### src/rtl/fetch_unit_if.sv
// Fetch-unit bus bundle: start/stall control, instruction-memory handshake and decoded fields.
// master = fetch unit side, slave = memory/control-unit side.
interface fetch_unit_if #(
  parameter int ADDR_W  = 8,
  parameter int INSTR_W = 16
);
  logic               start;
  logic               stall;
  logic               imem_req;
  logic [ADDR_W-1:0]  imem_addr;
  logic [INSTR_W-1:0] imem_rdata;
  logic               imem_ack;
  logic               instr_valid;
  logic [2:0]         opcode;
  logic [2:0]         rd;
  logic [2:0]         rs1;
  logic [2:0]         rs2;
  logic [7:0]         imm;
  logic [ADDR_W-1:0]  pc;
  logic               halted;

  modport master (
    input  start, stall, imem_rdata, imem_ack,
    output imem_req, imem_addr, instr_valid, opcode, rd, rs1, rs2, imm, pc, halted
  );

  modport slave (
    output start, stall, imem_rdata, imem_ack,
    input  imem_req, imem_addr, instr_valid, opcode, rd, rs1, rs2, imm, pc, halted
  );
endinterface

### src/rtl/fetch_unit.sv
// Instruction fetch/decode FSM: ack at edge N gives instr_valid the next cycle (1 instr / 2 cycles peak).
// stall holds the decoded instruction; memory wait states are unbounded.
module fetch_unit #(
  parameter int                 ADDR_W    = 8,
  parameter int                 INSTR_W   = 16,
  parameter logic [INSTR_W-1:0] HALT_WORD = 16'hFFFF
) (
  input logic           clk,
  input logic           rst,
  fetch_unit_if.master  bus
);

  typedef enum logic [1:0] {
    S_IDLE,
    S_FETCH,
    S_DECODE,
    S_HALT
  } state_t;

  localparam logic [ADDR_W-1:0] PC_ONE = 1;

  state_t             r_state;
  state_t             w_next;
  logic [ADDR_W-1:0]  r_pc;
  logic [INSTR_W-1:0] r_ir;
  logic               w_is_halt;
  logic               w_load;
  logic               w_req;
  logic               w_valid;
  logic               w_halted;

  assign w_is_halt = (r_ir == HALT_WORD);

  always_ff @(posedge clk or posedge rst) begin
    if (rst) begin
      r_state <= S_IDLE;
    end else begin
      r_state <= w_next;
    end
  end

  always_comb begin
    w_next   = r_state;
    w_load   = 1'b0;
    w_req    = 1'b0;
    w_valid  = 1'b0;
    w_halted = 1'b0;
    case (r_state)
      S_IDLE: begin
        if (bus.start) w_next = S_FETCH;
      end
      S_FETCH: begin
        w_req = 1'b1;
        if (bus.imem_ack) begin
          w_load = 1'b1;
          w_next = S_DECODE;
        end
      end
      S_DECODE: begin
        // A halt word is never presented downstream, so stall cannot block it.
        if (w_is_halt) begin
          w_next = S_HALT;
        end else begin
          w_valid = 1'b1;
          if (!bus.stall) w_next = S_FETCH;
        end
      end
      S_HALT: begin
        w_halted = 1'b1;
      end
      default: w_next = S_IDLE;
    endcase
  end

  always_ff @(posedge clk or posedge rst) begin
    if (rst) begin
      r_pc <= '0;
      r_ir <= '0;
    end else if (w_load) begin
      r_ir <= bus.imem_rdata;
      r_pc <= r_pc + PC_ONE;
    end
  end

  assign bus.imem_req    = w_req;
  assign bus.imem_addr   = r_pc;
  assign bus.pc          = r_pc;
  assign bus.instr_valid = w_valid;
  assign bus.halted      = w_halted;
  assign bus.opcode      = r_ir[15:13];
  assign bus.rd          = r_ir[12:10];
  assign bus.rs1         = r_ir[9:7];
  assign bus.rs2         = r_ir[6:4];
  assign bus.imm         = r_ir[7:0];

endmodule

### src/flat_wrapper.sv
// flat-port wrapper written by rule: the top's interface ports become plain ports
module fetch_unit_flat 
#(
  parameter int                 ADDR_W    = 8,
  parameter int                 INSTR_W   = 16,
  parameter logic [INSTR_W-1:0] HALT_WORD = 16'hFFFF
)
  (clk, rst, bus_start, bus_stall, bus_imem_rdata, bus_imem_ack, bus_imem_req, bus_imem_addr, bus_instr_valid, bus_opcode, bus_rd, bus_rs1, bus_rs2, bus_imm, bus_pc, bus_halted);
  fetch_unit_if #(.ADDR_W(ADDR_W), .INSTR_W(INSTR_W)) bus_i ();
  input logic clk;
  input logic rst;
  input wire logic [$bits(bus_i.start)-1:0] bus_start;
  input wire logic [$bits(bus_i.stall)-1:0] bus_stall;
  input wire logic [$bits(bus_i.imem_rdata)-1:0] bus_imem_rdata;
  input wire logic [$bits(bus_i.imem_ack)-1:0] bus_imem_ack;
  output wire logic [$bits(bus_i.imem_req)-1:0] bus_imem_req;
  output wire logic [$bits(bus_i.imem_addr)-1:0] bus_imem_addr;
  output wire logic [$bits(bus_i.instr_valid)-1:0] bus_instr_valid;
  output wire logic [$bits(bus_i.opcode)-1:0] bus_opcode;
  output wire logic [$bits(bus_i.rd)-1:0] bus_rd;
  output wire logic [$bits(bus_i.rs1)-1:0] bus_rs1;
  output wire logic [$bits(bus_i.rs2)-1:0] bus_rs2;
  output wire logic [$bits(bus_i.imm)-1:0] bus_imm;
  output wire logic [$bits(bus_i.pc)-1:0] bus_pc;
  output wire logic [$bits(bus_i.halted)-1:0] bus_halted;
  assign bus_i.start = bus_start;
  assign bus_i.stall = bus_stall;
  assign bus_i.imem_rdata = bus_imem_rdata;
  assign bus_i.imem_ack = bus_imem_ack;
  assign bus_imem_req = bus_i.imem_req;
  assign bus_imem_addr = bus_i.imem_addr;
  assign bus_instr_valid = bus_i.instr_valid;
  assign bus_opcode = bus_i.opcode;
  assign bus_rd = bus_i.rd;
  assign bus_rs1 = bus_i.rs1;
  assign bus_rs2 = bus_i.rs2;
  assign bus_imm = bus_i.imm;
  assign bus_pc = bus_i.pc;
  assign bus_halted = bus_i.halted;
  fetch_unit #(.ADDR_W(ADDR_W), .INSTR_W(INSTR_W), .HALT_WORD(HALT_WORD)) u_core (.clk(clk), .rst(rst), .bus(bus_i));
endmodule
### config.mk
export PLATFORM = sky130hd
export DESIGN_NAME = fetch_unit_flat
export DESIGN_NICKNAME = d
export VERILOG_FILES = /design/src/rtl/fetch_unit_if.sv /design/src/rtl/fetch_unit.sv /design/src/flat_wrapper.sv
export SDC_FILE = /design/constraint.sdc
export NUM_CORES = 1
export LEC_CHECK = 0
export ABC_CLOCK_PERIOD_IN_PS = 3100
export CORE_MARGIN = 2
export CORE_UTILIZATION = 44
export CTS_BUF_LIST = sky130_fd_sc_hd__clkbuf_16
export DETAILED_ROUTE_END_ITERATION = 10
export PLACE_DENSITY = 0.95
export SYNTH_ARGS = -nofsm -noshare
export SYNTH_HDL_FRONTEND = slang
export SYNTH_SLANG_ARGS = --single-unit
### constraint.sdc
create_clock -name clk -period 3.1 [get_ports clk]
set_clock_uncertainty 0.2 [all_clocks]
set_input_delay 0.62 -clock clk [delete_from_list [all_inputs] [get_ports clk]]
set_output_delay 0.62 -clock clk [all_outputs]
set_load 0.01 [all_outputs]
* Word level (Yosys, flattened, before mapping)
Cells that the tools add are included.
** Word-level totals
- Word-level logic and storage cells :: 25
- Bits in latches :: 0
- RAM bits :: 0
- ROM bits :: 0
- Input bits :: 21
- Bits in registers :: 26
- Memories kept :: 0
** Operators by class
- Shift-type cells :: 0
- $add $sub $neg :: 1
- Multiply operators :: 0
- Reduce and logical (&&, ||, !) cells :: 3
- Equality and inequality tests :: 7
- Bitwise logic cells :: 0
- Magnitude comparators :: 0
- Muxes and demuxes :: 11
- Divide/modulo/power cells :: 0
** Operator list (number)
- $eq A16 B16 Y1 const B :: 1
- $add A8 B1 Y8 const B :: 1
- $mux W2 :: 4
- $mux W1 :: 6
- $pmux W2 S3 :: 1
- $eq A2 B2 Y1 const B :: 2
- $ne A2 B2 Y1 const B :: 2
- $reduce_and A4 Y1 :: 1
- $ne A3 B2 Y1 const B :: 1
- $reduce_bool A3 Y1 :: 1
- $eq A2 B1 Y1 const B :: 1
- $logic_not A2 Y1 :: 1

* Longest topological paths before layout
Gate-level depths: netlist (run 1).
- Word-level depth :: 3
- Gate-level depth with buffers :: 7
- Depth with buffers taken out :: 6

* Worst setup path after synthesis (run 1)
No wires, ideal clock.
- Kind :: register to output
- Start point :: register u_core.r_ir[14]
- End point :: output port bus_instr_valid
- Path slack :: 1.179 ns
- Data arrival time :: 1.101 ns
- Cell stages (with the launch flop) :: 4
- Path through :: dfrtp_1 nand4_2 nor4_4 and2b_1
** Between the ends
- Cells in the longest elaborated chain, start to end :: 3
** Ends and longest elaborated chain
- start, declared :: line fetch_unit.sv:25 : logic [INSTR_W-1:0] r_ir;
- start signal, assigned :: line fetch_unit.sv:80 : r_ir <= bus.imem_rdata;
- $eq A16 B16 Y1 :: line fetch_unit.sv:32 : assign w_is_halt = (r_ir == HALT_WORD);
- $mux W1 :: line fetch_unit.sv:61 : if (w_is_halt) begin
- $mux W1 :: line fetch_unit.sv:48 : case (r_state)
- end, declared :: line flat_wrapper.sv:18 : output wire logic [$bits(bus_i.instr_valid)-1:0] bus_instr_valid;
No other way between the ends.

* Final worst setup path (run 1)
- Start point :: register u_core.r_ir[15]
- End point :: output port bus_instr_valid
The elaborated chain is that of the path after synthesis.

==> results.md, run 1 <==
- Max Clock Freq: 367 MHz
- DR iter-0 viols: 8
- Post-synth EDFFs: 0
- Final Non-Filler Cells: about 180
- Post-cts sizing count: 0
- Yosys reg bits: 26
- Later-pin clock latency in the skew report: between 200 and 300 ps
- Hold Path End: u_core.bus.imem_addr[7]
- Hold Fails Final Rpt: 0
- Ys async rst share: 1.00
- Routed len/inst: 15.9 µm
- Core area: between 2000 and 3000 µm²
- Port-buffer cells: 59
- Startpoint Class: flop
- CP startpoint: u_core.r_ir[15]
- PwrDens: 1010 nW/µm²
- Setup crit end kind: output pin
- # diodes: 0
- Rows: 19
- Outcome: complete, no violations
- DR vias: 954
- Htree depth: 1
- CTS clk-pin slew, worst paths: around 60 ps
- R2R depth: 7
- Post-Syn Nets: around 130
- Post-DRT Antenna Nets: 0
- Main flop type after synthesis: dfrtp_1
- Data required, critical path: about 2300 ps
- Mapped Cells: around 100
- Critical path arrival: around 1900 ps
- Clk Tree Root Cell: clkbuf_16
- Clk buf depth: 2
- Hold path cells: 1
- Max_cap viols: 0
- Power, Total: between 1.5 and 2 mW
- Setup repair bufs after CTS: 0
- Final WL: around 2.9 mm
- DRC viols: 0
- Largest net degree at the start of global routing: 27
- Initial core utilization: 0.465
- Slew Limit Fails: 0
- Worst Tran Pin Value: 456 ps
- Area of the multi-input gates: ~530 µm²
- Worst min-delay path category: flop to flop
- Sequential fraction of the synthesis area: 0.503
- Die ar.: ~3400 µm²
- Worst path max stage delay: between 400 and 500 ps
- Fraction of layout cells with a size suffix above 1: 0.170
- Die Y: around 58 µm
- Worst setup path class: flop to output pin
- Worst R2R End: u_core.bus.imem_addr[6]
- Congestion Overflow GR: 0
- CTS Hold Bufs: 0
- Critical path, cell by cell: nand4_1 > nor4_4 > and2b_1 > clkdlybuf4s50_1
- Minimum clock period: approximately 2700 ps
- Clock Sinks: 26
- Gpl congestion: between 0.7 and 0.8
- Hpwl dp: about 2.2 mm
- Leak pwr: slightly above 0.8 nW
- I/O pins: 60
- Dpl cell area: around 1800 µm²
- Crit path max-delay cell type: clkdlybuf4s50_1
- Reg2reg setup slack: roughly 800 ps
- Vias/cell: approximately 5.2
- CTS tree: yes
- Final Cycle Share: 0.878
- FF/Latch Area: 651 µm²
- Crit path buffers/inverters: 1
- Top-count cell post-synth: dfrtp_1
- Via count of the first global-routing pass: about 1.1k
- Initial antenna violation count: 0
- CTS buffer count: 3
- Max-slew headroom: 0.696
- Die Width: around 58 µm
- Setup violators final: 0
- Hold Path Origin: u_core.bus.imem_addr[7]
- Number of distinct library cells after synthesis: 24
- Biggest area consumer among synthesized cells: dfrtp_1
- First drt pass iteration count: 4
- Synth Cell Area: about 1300 µm²
- Yosys warns: 0
- Total GRT Usage: 0.190
- Post-route design area: roughly 1900 µm²
- Setup TNS: 0 ps
- Syn_area_per_cell: approximately 13 µm²
- Crit-path leading delay family: simple AND/OR/NAND/NOR gates
- # fillers: between 200 and 250
- R2r startpoint: u_core.r_state[1]
- Worst VDD drop: between 0.0006 and 0.0007 V
- Largest cells by area after synthesis: dfrtp_1, mux2_2, buf_4, ha_1, xor2_1
- Layout Area Growth over Synthesis: 47.7%
- Finished Core Util: 0.687
- Number of nets in the layout: around 180
- Max FO, Critical Path: 4
- # placed instances: 180
- Unrepaired setup endpoints after global routing: no
- Share of the synthesized area in the top cell type: 0.503
- First-pass GRT wire length: ~4.9 mm
- Top cells by count, synth: dfrtp_1, mux2_2, buf_4
[cells by family after synthesis]
logic type                 count (synthesis)  synth area share
DFF                                       26             0.503
and+or+nand+nor                           24             0.118
muxes                                     19             0.164
buffers and inverters                     17            0.0909
xor gates and xnor gates                   7            0.0474
adders and majority gates                  6            0.0580
AOI/OAI and AO/OA                          3            0.0184
[how the worst max path moves through the flow]
stage | to | cells after the start | slack [ps]
floorplan | bus_instr_valid | 3 | 1180
global placement | u_core.bus.imem_addr[6] | 6 | 610
detailed placement | u_core.bus.imem_addr[6] | 6 | 550
CTS | bus_instr_valid | 4 | 380
global route | bus_instr_valid | 4 | 290
finish | bus_instr_valid | 4 | 380
[cell type report]
| class | instances | share of cell area |
|---|---|---|
| inverter | 3 | 0.00589 |
| timing repair buffer | 61 | 0.317 |
| multi-input combinational | 59 | 0.275 |
| clock buffer | 3 | 0.0393 |
| sequential | 26 | 0.341 |
| clock inverter | 1 | 0.00196 |
| tap | 31 | 0.0203 |
[registers in the layout, summed over array words and instances, names as in the netlist]
signal,flops
u_core.r_ir,16
u_core.bus.imem_addr,8
u_core.r_state,2
[metrics by stage]
| stage | setup WS, ps | hold slack (ps) |
|---|---|---|
| floorplan | 1180 | 326 |
| global route | 292 | 321 |
| CTS | 384 | 302 |
| global placement | 608 | 282 |
| detailed placement | 545 | 296 |
| finish | 377 | 297 |
[power by group]
part / internal (mW) / switching [mW] / total [mW]
Combinational: 0.599 / 0.382 / 0.981
Sequential: 0.495 / 0.168 / 0.664
Clock: 0.173 / 0.111 / 0.284
Total: 1.27 / 0.662 / 1.93
[layout by cell type, fill, tap and decap left out]
| cell | synthesis | routed |
|---|---|---|
| clkdlybuf4s50_1 | 0 | 59 |
| dfrtp_1 | 26 | 26 |
| mux2_2 | 18 | 18 |
| nand2_1 | 6 | 6 |
| ha_1 | 6 | 6 |
| xor2_1 | 4 | 4 |
| nand3_1 | 4 | 4 |
| xnor2_1 | 3 | 3 |
| inv_1 | 3 | 3 |
| nand4_1 | 3 | 3 |
| clkbuf_16 | 0 | 3 |
| nor2_1 | 2 | 2 |
| nand4_2 | 2 | 2 |
| nand2b_1 | 2 | 2 |
| buf_4 | 12 | 2 |
| and2_1 | 1 | 1 |
| nor3_1 | 1 | 1 |
| nor4_4 | 1 | 1 |
| and2b_1 | 1 | 1 |
| and3_1 | 1 | 1 |
| a32oi_1 | 1 | 1 |
| o211ai_1 | 1 | 1 |
| o21bai_1 | 1 | 1 |
| mux2i_1 | 1 | 1 |
| clkinv_1 | 0 | 1 |
[layer usage]
layer | GRT usage | up-vias | routed length (µm)
met5 | 0 | - | 0
met4 | 0.0764 | 0 | 59
met3 | 0.0424 | 7 | 201
met2 | 0.354 | 42 | 1600
met1 | 0.207 | 464 | 1070
li1 | - | 441 | -
No activity file was read; power rests on OpenSTA's default activity.
==> run 2: changes to the inputs <==
CORE_ASPECT_RATIO = 0.9   (was default)
==> results.md, run 2 (synthesis gave the netlist of run 1 again) <==
- Congestion Overflow GR: 0
- DR iter-0 viols: 24
- Number of nets in the layout: about 180
- Post-DRT Antenna Nets: 0
- R2r startpoint: u_core.r_state[1]
- Worst min-delay path category: flop to flop
- First-pass GRT wire length: approximately 4.8 mm
- Worst VDD drop: roughly 0.00065 V
- Hold Fails Final Rpt: 0
- Rows: 18
- Most common cell after layout, fill and taps aside: clkdlybuf4s50_1
- Critical path arrival: 1880 ps
- # fillers: ~190
- Worst Tran Pin Value: ~370 ps
- Later-pin clock latency in the skew report: approximately 260 ps
- Max Clock Freq: ~370 MHz
- Max_cap viols: 0
- Die Width: slightly above 60 µm
- Die ar.: 3390 µm²
- Hold Path End: u_core.bus.imem_addr[7]
- Setup TNS: 0 ps
- First drt pass iteration count: 4
- Worst setup path class: flop to output pin
- Total GRT Usage: 0.195
- Clock share of power: 0.147
- DRC viols: 0
- Sequential share of power: 0.343
- Fraction of power spent switching nets: 0.345
- Unrepaired setup endpoints after global routing: no
- Area of the multi-input gates: ~530 µm²
- Outcome: complete, no violations
- Initial core utilization: 0.467
- Clk buf depth: 2
- Htree depth: 1
- Commonest cells after routing, fill and taps aside: clkdlybuf4s50_1, dfrtp_1, mux2_2
- # diodes: 0
- CTS Hold Bufs: 0
- Fraction of layout cells with a size suffix above 1: 0.170
- PwrDens: around 1000 nW/µm²
- Comb power frac: 0.511
- Hpwl dp: 2.28 mm
- Final WL: 2.95 mm
- Layout Area Growth over Synthesis: 48.5%
- Die Y: about 55 µm
- I/O pins: 60
- Final setup margin: 402 ps
- NetSw: 0.666 mW
- Post-route design area: 1920 µm²
- Data required, critical path: about 2300 ps
- Core area: 2770 µm²
- CTS buffer count: 3
- Routed len/inst: 15.3 µm
- R2R depth: 7
- Leak pwr: 0.825 nW
- Gpl congestion: 0.661
- FF/Latch Area: 651 µm²
- CTS tree: yes
- Clock Sinks: 26
- Vias/cell: between 4 and 5
- Post-cts sizing count: 0
- Startpoint Class: flop
- Largest Register: u_core.r_ir
- Minimum clock period: around 2700 ps
- Hold path cells: 1
- Initial antenna violation count: 0
- Port-buffer cells: 59
- Setup crit end kind: output pin
- DR vias: 950
- Finished Core Util: 0.694
- Worst R2R End: u_core.bus.imem_addr[6]
- Largest register FFs: 16
- Max-slew headroom: 0.756
- Dpl cell area: 1840 µm²
- Setup repair bufs after CTS: 0
- CTS clk-pin slew, worst paths: approximately 60 ps
- Setup violators final: 0
- Slew Limit Fails: 0
- Reg2reg setup slack: between 1000 and 1500 ps
- Max FO, Critical Path: 4
- Clk Tree Root Cell: clkbuf_16
- Via count of the first global-routing pass: approximately 1.0k
- Final Cycle Share: 0.870
- Internal power: 1.27 mW
- Hold Path Origin: u_core.bus.imem_addr[7]
- Largest net degree at the start of global routing: 21
- Pre-CTS setup slack: ~710 ps
## run 2: metrics by stage
step	hold slack, ps	cells	total power [mW]
global placement	287	189	1.61
CTS	303	193	1.95
finish	301	193	1.93
floorplan	326	102	1.18
detailed placement	290	189	1.65
global route	329	193	2.05
## run 2: critical path, cell delays in order, from the launching register on
cell and delay (ps):
dfrtp_1 380, nand4_1 170, nor4_4 380, and2b_1 220, clkdlybuf4s50_1 470
## run 2: worst max-delay path by stage
| stage | slack (ps) | depth (start not counted) | to | start |
|---|---|---|---|---|
| floorplan | 1180 | 3 | bus_instr_valid | u_core.r_ir[14] |
| global placement | 740 | 4 | bus_instr_valid | u_core.r_ir[14] |
| detailed placement | 710 | 4 | bus_instr_valid | u_core.r_ir[9] |
| CTS | 390 | 4 | bus_instr_valid | u_core.r_ir[15] |
| global route | 300 | 4 | bus_instr_valid | u_core.r_ir[15] |
| finish | 400 | 4 | bus_instr_valid | u_core.r_ir[15] |
## run 2: layout make-up
type / instances / area share
multi-input cells: 59 / 0.273
inverters: 3 / 0.00586
well taps: 40 / 0.0260
flip-flops and latches: 26 / 0.339
clock buffers: 3 / 0.0391
repair buffers: 61 / 0.315
clock inverters: 1 / 0.00195
## run 2: power by group through the flow
stage	registers, mW	logic (mW)	clock network (mW)
CTS	0.663	1.00	0.287
finish	0.662	0.986	0.283
global route	0.691	1.06	0.301
global placement	0.646	0.961	0
detailed placement	0.665	0.987	0
floorplan	0.699	0.480	0
## run 2: layer usage
layer / global-route usage / up-vias / share of wire
met5: 0 / - / 0
met3: 0.0773 / 4 / 0.10
met2: 0.321 / 47 / 0.52
met1: 0.234 / 458 / 0.37
met4: 0.0466 / 0 / 0.013
li1: - / 441 / -
==> run 3: changes to the inputs <==
SLEW_MARGIN = 25   (was default)
==> results of run 3 <==
No change in the layout: final DEF, timing and power equal those of run 2.
